===== src/rtl/color_seq_decoder.sv =====
// Decodes a 2-3-4-5 color code stream into 4:4:4 RGB and tracks lock onto the
// repeating sequence, flagging a sticky error when a locked stream breaks.
module color_seq_decoder #(
  parameter int CYCLE_W     = 8,
  parameter int LOCK_CYCLES = 2
) (
  input  logic               clk,
  input  logic               reset,
  input  logic [3:0]         color_in,
  input  logic               color_valid,
  input  logic               clear_err,
  output logic [11:0]        rgb,
  output logic               rgb_valid,
  output logic               seq_locked,
  output logic               seq_error,
  output logic [CYCLE_W-1:0] cycle_count
);

  typedef enum logic [1:0] {HUNT, TRACK, LOCKED} state_t;

  state_t             state, state_next;
  logic [3:0]         expected, expected_next;
  logic [3:0]         lock_cnt, lock_cnt_next;
  logic [CYCLE_W-1:0] cycle_count_next;
  logic               seq_error_next;
  logic               err_set;
  logic [11:0]        palette;

  always_comb begin
    case (color_in)
      4'd2:    palette = 12'hF00;
      4'd3:    palette = 12'h0F0;
      4'd4:    palette = 12'h00F;
      4'd5:    palette = 12'hFFF;
      default: palette = 12'h000;
    endcase
  end

  // Any mismatch restarts tracking: a 2 is itself a valid sequence start,
  // anything else drops back to hunting. Only a broken lock is an error.
  always_comb begin
    state_next       = state;
    expected_next    = expected;
    lock_cnt_next    = lock_cnt;
    cycle_count_next = cycle_count;
    err_set          = 1'b0;
    if (color_valid) begin
      case (state)
        HUNT: begin
          if (color_in == 4'd2) begin
            state_next    = TRACK;
            expected_next = 4'd3;
          end
        end
        default: begin
          if (color_in == expected) begin
            expected_next = (expected == 4'd5) ? 4'd2 : expected + 4'd1;
            if (expected == 4'd5) begin
              if (cycle_count != '1)
                cycle_count_next = cycle_count + CYCLE_W'(1);
              if (lock_cnt < 4'(LOCK_CYCLES))
                lock_cnt_next = lock_cnt + 4'd1;
              if (state == TRACK && lock_cnt_next == 4'(LOCK_CYCLES))
                state_next = LOCKED;
            end
          end else begin
            err_set          = (state == LOCKED);
            expected_next    = 4'd3;
            lock_cnt_next    = 4'd0;
            cycle_count_next = '0;
            state_next       = (color_in == 4'd2) ? TRACK : HUNT;
          end
        end
      endcase
    end
    seq_error_next = err_set | (seq_error & ~clear_err);
  end

  always_ff @(posedge clk) begin
    if (reset) begin
      state       <= HUNT;
      expected    <= 4'd3;
      lock_cnt    <= 4'd0;
      cycle_count <= '0;
      seq_error   <= 1'b0;
      rgb         <= 12'h000;
      rgb_valid   <= 1'b0;
    end else begin
      state       <= state_next;
      expected    <= expected_next;
      lock_cnt    <= lock_cnt_next;
      cycle_count <= cycle_count_next;
      seq_error   <= seq_error_next;
      rgb_valid   <= color_valid;
      if (color_valid)
        rgb <= palette;
    end
  end

  assign seq_locked = (state == LOCKED);

endmodule


===== config.mk =====
export PLATFORM = sky130hd
export DESIGN_NAME = color_seq_decoder
export DESIGN_NICKNAME = d
export VERILOG_FILES = /design/src/rtl/color_seq_decoder.sv
export SDC_FILE = /design/constraint.sdc
export NUM_CORES = 1
export LEC_CHECK = 0
export CAP_MARGIN = 20
export CORE_MARGIN = 5
export CORE_UTILIZATION = 50
export CTS_CLUSTER_SIZE = 20
export DETAILED_ROUTE_END_ITERATION = 16
export GPL_TIMING_DRIVEN = 0
export HOLD_SLACK_MARGIN = 0.06
export PLACE_DENSITY_LB_ADDON = 0.08
export SLEW_MARGIN = 5
export SYNTH_ARGS = -nofsm -noshare
export SYNTH_HDL_FRONTEND = slang
export SYNTH_SLANG_ARGS = --single-unit

===== constraint.sdc =====
create_clock -name clk -period 2.1 [get_ports clk]
set_input_delay 0.42 -clock clk [delete_from_list [all_inputs] [get_ports clk]]
set_output_delay 0.42 -clock clk [all_outputs]
set_load 0.1 [all_outputs]

==> summary.md, run 1 <==
| Metric | Value |
|---|---|
| Crit path kind | `reg -> reg` |
| Worst Tran Pin Value | `0.9696 ns` |
| Xor and xnor area share after synthesis | `0.03106` |
| Start point of the critical path | `expected[0]$_SDFFE_PP1P_` |
| Vias | `1331` |
| Die W | `63.11 um` |
| ANT cells | `0` |
| Slowest Stage Delay on Critical Path | `0.50 ns` |
| Critical path fanouts, max | `6` |
| First-pass GRT wire length | `~5900 um` |
| Synth Instances | `163` |
| Post-Syn Area | `between 1000 and 1500 um^2` |
| Vias in the first global route | `1271` |
| Setup TNS | `0 ns` |
| Largest family of logic cells by synthesized area | `simple AND/OR/NAND/NOR gates` |
| Post-route total power | `around 0.8 mW` |
| Synth Area in Simple Gates | `0.2653` |
| Compound-Gate Fraction of Synth Area | `0.1961` |
| Average wire per standard cell | `approximately 16 um` |
| Pins Over Slew Limit | `0` |
| Worst path slowest cell | `dfxtp_1` |
| Area grow syn2layout | `27.86%` |
| Placed Area | `1743 um^2` |
| Reg-to-reg setup timing slack | `between 0.07 and 0.08 ns` |
| CP arrival | `2.25 ns` |
| Final hold vios | `0` |
| Fmax | `0.4935 GHz` |
| FF-to-FF Start | `expected[0]$_SDFFE_PP1P_` |
| Num rows | `19` |
| Mean post-synth cell area | `8.651 um^2` |
| Worst skew pair latency | `0.32 ns` |
| Initial drt markers | `46` |
| Post-CTS Hold Buffers | `0` |
| Final Non-Filler Cells | `228` |
| Setup crit end kind | `flop` |
| CP endpoint | `cycle_count[6]$_SDFFE_PP0P_` |
| Htree depth | `1` |
| Reg clk slew, reported paths | `0.14 ns` |
| Drt pass-1 iters | `4` |
| Final setup fails | `0` |
| Clock tree sinks | `23` |
| Placed Cells | `223` |
| CP Launch Type | `flop` |
| Status | `finished clean` |
| Vias per cell | `5.838` |
| Post-route cell area | `1803 um^2` |
| Syn nets | `approximately 180` |
| Tmin final | `2.026 ns` |
| Final core occ | `0.6595` |
| Total GRT Usage | `0.1785` |
| Crit path cell chain | `ha_1 -> nand3b_1 -> a41o_2 -> a2111oi_4 -> mux2_1` |
| DRC violations left | `0` |
| Worst Clk Skew | `0.008487 ns` |
| DPL Wire Length | `2600 um` |
| Die Height | `63.11 um` |
| Die footprint | `3982 um^2` |
| Pwr/cell area | `440.0 nW/um^2` |
| Nets | `210` |
| Reg2reg path depth | `5` |
| Post-route setup slack | `0.07368 ns` |
| Maxcap violations | `0` |
| Core Region | `2734 um^2` |
| Grt ovf | `0` |
| Ports | `31` |
| Initial Util | `0.5158` |
| Worst hold path class | `reg -> reg` |
| Share of cells above drive strength 1 | `0.2386` |
| Yosys warning total | `0` |
| Worst Hold Slack | `0.4999 ns` |
| ANT nets after route | `0` |
| CTS Buf Count | `3` |
| Final worst-path cycle share | `0.9649` |
| VDD IR max | `0.3283 mV` |
| End of the worst register-to-register path | `cycle_count[6]$_SDFFE_PP0P_` |
| Mux cell area share after synthesis | `0.05413` |
| Post-Synth Adder-Cell Area | `0.03549` |
| Routed Wire Length | `~3600 um` |
| Pre-CTS setup slack | `-0.3256 ns` |
| Initial antenna violation count | `0` |
| Synth cell types | `48` |
| Port bufs | `29` |
| Rel. slew slack | `0.3562` |
| Crit path required time | `~2.3 ns` |
| CTS tree | `done` |
| Synthesis-stage register bit count | `23` |
| Largest net degree at the start of global routing | `13` |
| GPL Wtd Cong | `0.8271` |
| Static leakage | `0.7439 nW` |
| Clock tree buffer depth | `2` |
| Post-synthesis sequential area ratio | `0.3265` |
| Clock root cell | `clkbuf_4` |
-- synthesized netlist by cell type, drive strengths merged --
| cell type | n | area share |
|---|---|---|
| buf | 12 | 0.062 |
| nor3b | 8 | 0.043 |
| o32ai | 1 | 0.0062 |
| o211a | 1 | 0.0071 |
| dfxtp | 23 | 0.33 |
| nor4 | 1 | 0.0044 |
| nor4bb | 1 | 0.0071 |
| a21oi | 12 | 0.043 |
| a31o | 1 | 0.0062 |
| xor2 | 1 | 0.0062 |
| xnor2 | 4 | 0.025 |
| inv | 5 | 0.013 |
| o2111a | 1 | 0.0080 |
| o22ai | 2 | 0.0089 |
| mux2 | 5 | 0.040 |
| nand2b | 1 | 0.0044 |
| mux2i | 2 | 0.014 |
| nor4b | 1 | 0.0062 |
| o41ai | 1 | 0.0062 |
| clkbuf | 6 | 0.016 |
| a311o | 1 | 0.0071 |
| and3b | 1 | 0.0062 |
| and4 | 2 | 0.012 |
| nand4 | 6 | 0.027 |
| ha | 4 | 0.035 |
| or2 | 2 | 0.0089 |
| nand2 | 10 | 0.027 |
| or3 | 1 | 0.0044 |
| a31oi | 3 | 0.013 |
| o21ai | 5 | 0.018 |
| o21a | 3 | 0.016 |
| nor3 | 10 | 0.035 |
| a2111oi | 1 | 0.020 |
| nand3 | 4 | 0.014 |
| a41o | 1 | 0.0080 |
| a41oi | 2 | 0.018 |
| nand3b | 2 | 0.011 |
| nand4b | 2 | 0.012 |
| nor2b | 3 | 0.013 |
| or3b | 1 | 0.0062 |
| and3 | 1 | 0.0044 |
| nor2 | 7 | 0.019 |
| a32oi | 1 | 0.0062 |
| a21o | 1 | 0.0053 |
-- metal layers --
layer  part of all wire  vias to the layer above  GRT usage
met4             0.0034                        0    0.04775
li1                   -                      670          -
met3              0.034                        2    0.02664
met1               0.45                      629     0.2326
met5                  0                        -          0
met2               0.52                       30     0.3038
-- layout make-up --
type | count | area [um^2]
fillers | 241 | 930.9
multi-input cells | 117 | 860.8
clock buffers | 4 | 26.28
flip-flops and latches | 23 | 461.7
inverters | 5 | 18.77
plain buffers | 18 | 110.1
repair buffers | 30 | 286.5
well taps | 31 | 38.79
-- kinds of logic (layout without fill, tap and decap cells) --
group                      count (synthesis)  after routing
and+or+nand+nor                           64             64
AOI/OAI and AO/OA                         37             37
DFF                                       23             23
buffers and inverters                     23             57
muxes                                      7              7
xor gates and xnor gates                   5              5
adders and majority gates                  4              4
-- critical path, delay by kind of cell (launching register included) --
kind,cells,cell delay (ns)
AOI/OAI and AO/OA,2,0.71
DFF,1,0.50
muxes,1,0.35
adders and majority gates,1,0.21
and+or+nand+nor,1,0.16
-- worst min path at each step --
| stage | from | endpoint | cells after the start |
|---|---|---|---|
| detailed placement | seq_error$_SDFF_PP0_ | seq_error$_SDFF_PP0_ | 2 |
| global placement | seq_error$_SDFF_PP0_ | seq_error$_SDFF_PP0_ | 2 |
| global route | reset | rgb_valid$_SDFF_PP0_ | 2 |
| CTS | seq_error$_SDFF_PP0_ | seq_error$_SDFF_PP0_ | 2 |
| floorplan | lock_cnt[0]$_SDFFE_PP0P_ | lock_cnt[0]$_SDFFE_PP0P_ | 2 |
| finish | seq_error$_SDFF_PP0_ | seq_error$_SDFF_PP0_ | 2 |
-- repair_timing --
action / 4_1_cts / 5_1_grt
setup buffers: 1 / 0
endpoints found under the hold margin: 0 / 0
gates resized for setup: 44 / 13
endpoints found under the setup margin: 24 / 7
-- sequential cells by signal (all words and copies together), names as in the netlist --
name and cells:
cycle_count 8, expected 4, lock_cnt 4, rgb 3, state 2, rgb_valid 1
seq_error 1
-- where the power goes --
part	leakage (nW)	internal [mW]	switching (mW)	total (mW)
registers	0.186	0.439	0.00253	0.442
clock network	0.0150	0.0742	0.140	0.215
logic	0.543	0.0423	0.0945	0.137
total	0.744	0.556	0.238	0.793
-- cells in the final DEF, fill, tap and decap left out, types with 3 or more instances in the layout --
cell type,n
a21oi_1,12
clkdlybuf4s15_1,3
nand4_1,6
clkbuf_2,3
dlygate4sd2_1,7
a31oi_1,3
nor3b_1,8
nor2_1,7
nor3_1,10
ha_1,4
clkdlybuf4s15_2,10
o21a_1,3
nand3_1,4
clkbuf_1,7
mux2_2,4
dfxtp_1,22
buf_4,12
xnor2_2,4
clkbuf_4,3
nand2_1,10
o21ai_0,4
inv_1,5
clkdlybuf4s50_1,6
Note: power is estimated with default switching activity, not from simulation.
==> inputs of run 2 (changes only) <==
--- a/config.mk
+++ b/config.mk
@@ -7,2 +7,3 @@
 export LEC_CHECK = 0
+export ABC_CLOCK_PERIOD_IN_PS = 2100
 export CAP_MARGIN = 20
--- a/constraint.sdc
+++ b/constraint.sdc
@@ -3,2 +3,2 @@
 set_output_delay 0.42 -clock clk [all_outputs]
-set_load 0.1 [all_outputs]
+set_load 0.005 [all_outputs]
==> summary.md, run 2 (same netlist as run 1, synthesis figures left out) <==
| Metric | Value |
|---|---|
| CTS Buf Count | `3 (unchanged)` |
| Vias in the first global route | `1263 (was 1271)` |
| Leading cell type in the layout, fill and taps excluded | `clkdlybuf4s50_1 (was dfxtp_1)` |
| Area grow syn2layout | `28.13% (was 27.86%)` |
| Tmin final | `2.055 ns (was 2.026 ns)` |
| Rel. slew slack | `0.5533 (was 0.3562)` |
| Die W | `63.11 um (unchanged)` |
| Critical path fanouts, max | `10 (was 6)` |
| Slowest Stage Delay on Critical Path | `0.53 ns (was 0.50 ns)` |
| Ports | `31 (unchanged)` |
| Max reg flops | `8 (unchanged)` |
| Layout fillers | `225 (was 241)` |
| Final worst-path cycle share | `0.9784 (was 0.9649)` |
| Die footprint | `3982 um^2 (unchanged)` |
| Placed Cells | `223 (unchanged)` |
| Setup crit end kind | `flop (unchanged)` |
| Worst skew pair latency | `0.31 ns (was 0.32 ns)` |
| Crit path cell chain | `clkdlybuf4s50_1 -> o21ai_1 -> a41oi_2 -> buf_2 -> nor3_1 -> mux2_1 (was ha_1 -> nand3b_1 -> a41o_2 -> a2111oi_4 -> mux2_1)` |
| Net Switching | `0.1858 mW (was 0.2376 mW)` |
| Clock tree buffer depth | `2 (unchanged)` |
| Start point of the critical path | `color_valid (was expected[0]$_SDFFE_PP1P_)` |
| Initial antenna violation count | `0 (unchanged)` |
| Worst hold path class | `in -> reg (was reg -> reg)` |
| Post-route cell area | `1807 um^2 (was 1803 um^2)` |
| DRC violations left | `0 (unchanged)` |
| Port bufs | `29 (unchanged)` |
| Share of cells above drive strength 1 | `0.1624 (was 0.2386)` |
| Clock root cell | `clkbuf_4 (unchanged)` |
| Vias per cell | `6.083 (was 5.838)` |
| Setup TNS | `0 ns (unchanged)` |
| Commonest non-fill, non-tap cells in the layout | `28 x clkdlybuf4s50_1, 22 x dfxtp_1, 12 x buf_4, 12 x a21oi_1 (was 22 x dfxtp_1, 12 x buf_4, 12 x a21oi_1)` |
| Vias | `1387 (was 1331)` |
| Largest net degree at the start of global routing | `13 (unchanged)` |
| Maxcap violations | `0 (unchanged)` |
| Final setup fails | `0 (unchanged)` |
| FF-to-FF Start | `expected[1]$_SDFFE_PP1P_ (was expected[0]$_SDFFE_PP1P_)` |
| Reg power frac | `0.593 (was 0.557)` |
| Average wire per standard cell | `16.42 um (was 15.68 um)` |
| Fmax | `0.4867 GHz (was 0.4935 GHz)` |
| First-pass GRT wire length | `5982 um (was 5899 um)` |
| Routed Wire Length | `3743 um (was 3575 um)` |
| ANT nets after route | `0 (unchanged)` |
| VDD IR max | `0.4626 mV (was 0.3283 mV)` |
| Nets | `210 (unchanged)` |
| Final hold vios | `0 (unchanged)` |
| Reg clk slew, reported paths | `0.13 ns (was 0.14 ns)` |
| Total GRT Usage | `0.1814 (was 0.1785)` |
| Num rows | `19 (unchanged)` |
| Initial Util | `0.5158 (unchanged)` |
| Status | `finished clean (unchanged)` |
| Pwr/cell area | `412.1 nW/um^2 (was 440.0 nW/um^2)` |
| CP arrival | `2.27 ns (was 2.25 ns)` |
| Core Region | `2734 um^2 (unchanged)` |
| Worst Tran Pin Value | `0.6655 ns (was 0.9696 ns)` |
| Top Registers | `cycle_count (8), expected (4), lock_cnt (4) (unchanged)` |
| Int Pwr | `0.5587 mW (was 0.5557 mW)` |
| GPL Wtd Cong | `0.8098 (was 0.8271)` |
| Initial drt markers | `82 (was 46)` |
| CTS tree | `done (unchanged)` |
| Sw Share | `0.2496 (was 0.2995)` |
| Clock tree sinks | `23 (unchanged)` |
| Placed Area | `1739 um^2 (was 1743 um^2)` |
| Reg with most FFs | `cycle_count (unchanged)` |
| Worst Clk Skew | `0.002044 ns (was 0.008487 ns)` |
| Logic pwr share | `0.119 (was 0.172)` |
| Final core occ | `0.6609 (was 0.6595)` |
| Drt pass-1 iters | `4 (unchanged)` |
| Htree depth | `1 (unchanged)` |
| Pins Over Slew Limit | `0 (unchanged)` |
| Worst path slowest cell | `clkdlybuf4s50_1 (was dfxtp_1)` |
| Clock power share | `0.287 (was 0.271)` |
| Crit path kind | `in -> reg (was reg -> reg)` |
| Worst Hold Slack | `0.5070 ns (was 0.4999 ns)` |
| Static leakage | `0.7033 nW (was 0.7439 nW)` |
| CP Launch Type | `input port (was flop)` |
| Die Height | `63.11 um (unchanged)` |
| Crit path required time | `2.31 ns (was 2.32 ns)` |
| Grt ovf | `0 (unchanged)` |
| ANT cells | `0 (unchanged)` |
| HP Start | `reset (was seq_error$_SDFF_PP0_)` |
| Final Non-Filler Cells | `228 (unchanged)` |
| DPL Wire Length | `2635 um (was 2600 um)` |
[run 2: cell count changes in the layout (fill, tap and decap cells not counted), sizes merged]
cell | previous run | this run
clkdlybuf4s50 | 6 | 28
clkbuf | 13 | 10
dlymetal6s2s | 0 | 1
clkdlybuf4s15 | 13 | 0
dlygate4sd2 | 7 | 0
[run 2: power by group through the flow]
stage,clock [mW],combinational [mW],sequential [mW]
after global routing,0.244,0.0952,0.443
after detailed placement,0,0.0841,0.452
final,0.214,0.0889,0.442
after floorplan,0,0.0437,0.451
after CTS,0.223,0.0844,0.442
after global placement,0,0.0831,0.451
[run 2: what timing repair did]
| item | CTS | global route |
|---|---|---|
| setup buffers | 1 | 0 |
| pin swaps | 0 | 0 |
| setup endpoints to repair | 1 | 1 |
| gates resized for setup | 0 | 6 |
| hold buffers | 0 | 0 |
[run 2: final timing paths]
check | end | slack, ns | cells after the start
max | cycle_count[6]$_SDFFE_PP0P_ | 0.05 | 6
min | rgb_valid$_SDFF_PP0_ | 0.51 | 2
max reg2reg | cycle_count[6]$_SDFFE_PP0P_ | 0.14 | 6
min reg2reg | seq_error$_SDFF_PP0_ | 0.51 | 2
[run 2: routing by layer]
layer	GRT usage	vias to the layer above	wire [um]
li1	-	669	-
met3	0.03020	8	226
met2	0.3038	54	1872
met4	0.07692	0	76
met1	0.2273	656	1567
met5	0	-	0
[run 2: final cells by class]
type | count | area (um^2) | area share
Buffer | 18 | 110.1 | 0.06094
Sequential cell | 23 | 461.7 | 0.2555
Inverter | 5 | 18.77 | 0.01039
Multi-Input combinational cell | 117 | 850.8 | 0.4709
Timing Repair Buffer | 30 | 300.3 | 0.1662
Tap cell | 31 | 38.79 | 0.02147
Clock buffer | 4 | 26.28 | 0.01454
[run 2: per-stage QoR]
step	setup WS, ns	power (mW)
CTS	0.06231	0.7493
global route	-0.003881	0.7821
floorplan	0.2494	0.4950
detailed placement	-0.2799	0.5356
global placement	-0.2371	0.5343
finish	0.04532	0.7446
[run 2: critical path, delay by kind of cell]
family / cells / cell delay (ns)
mux: 1 / 0.32
simple gates: 1 / 0.06
compound gates: 2 / 0.65
buf+inv: 2 / 0.82
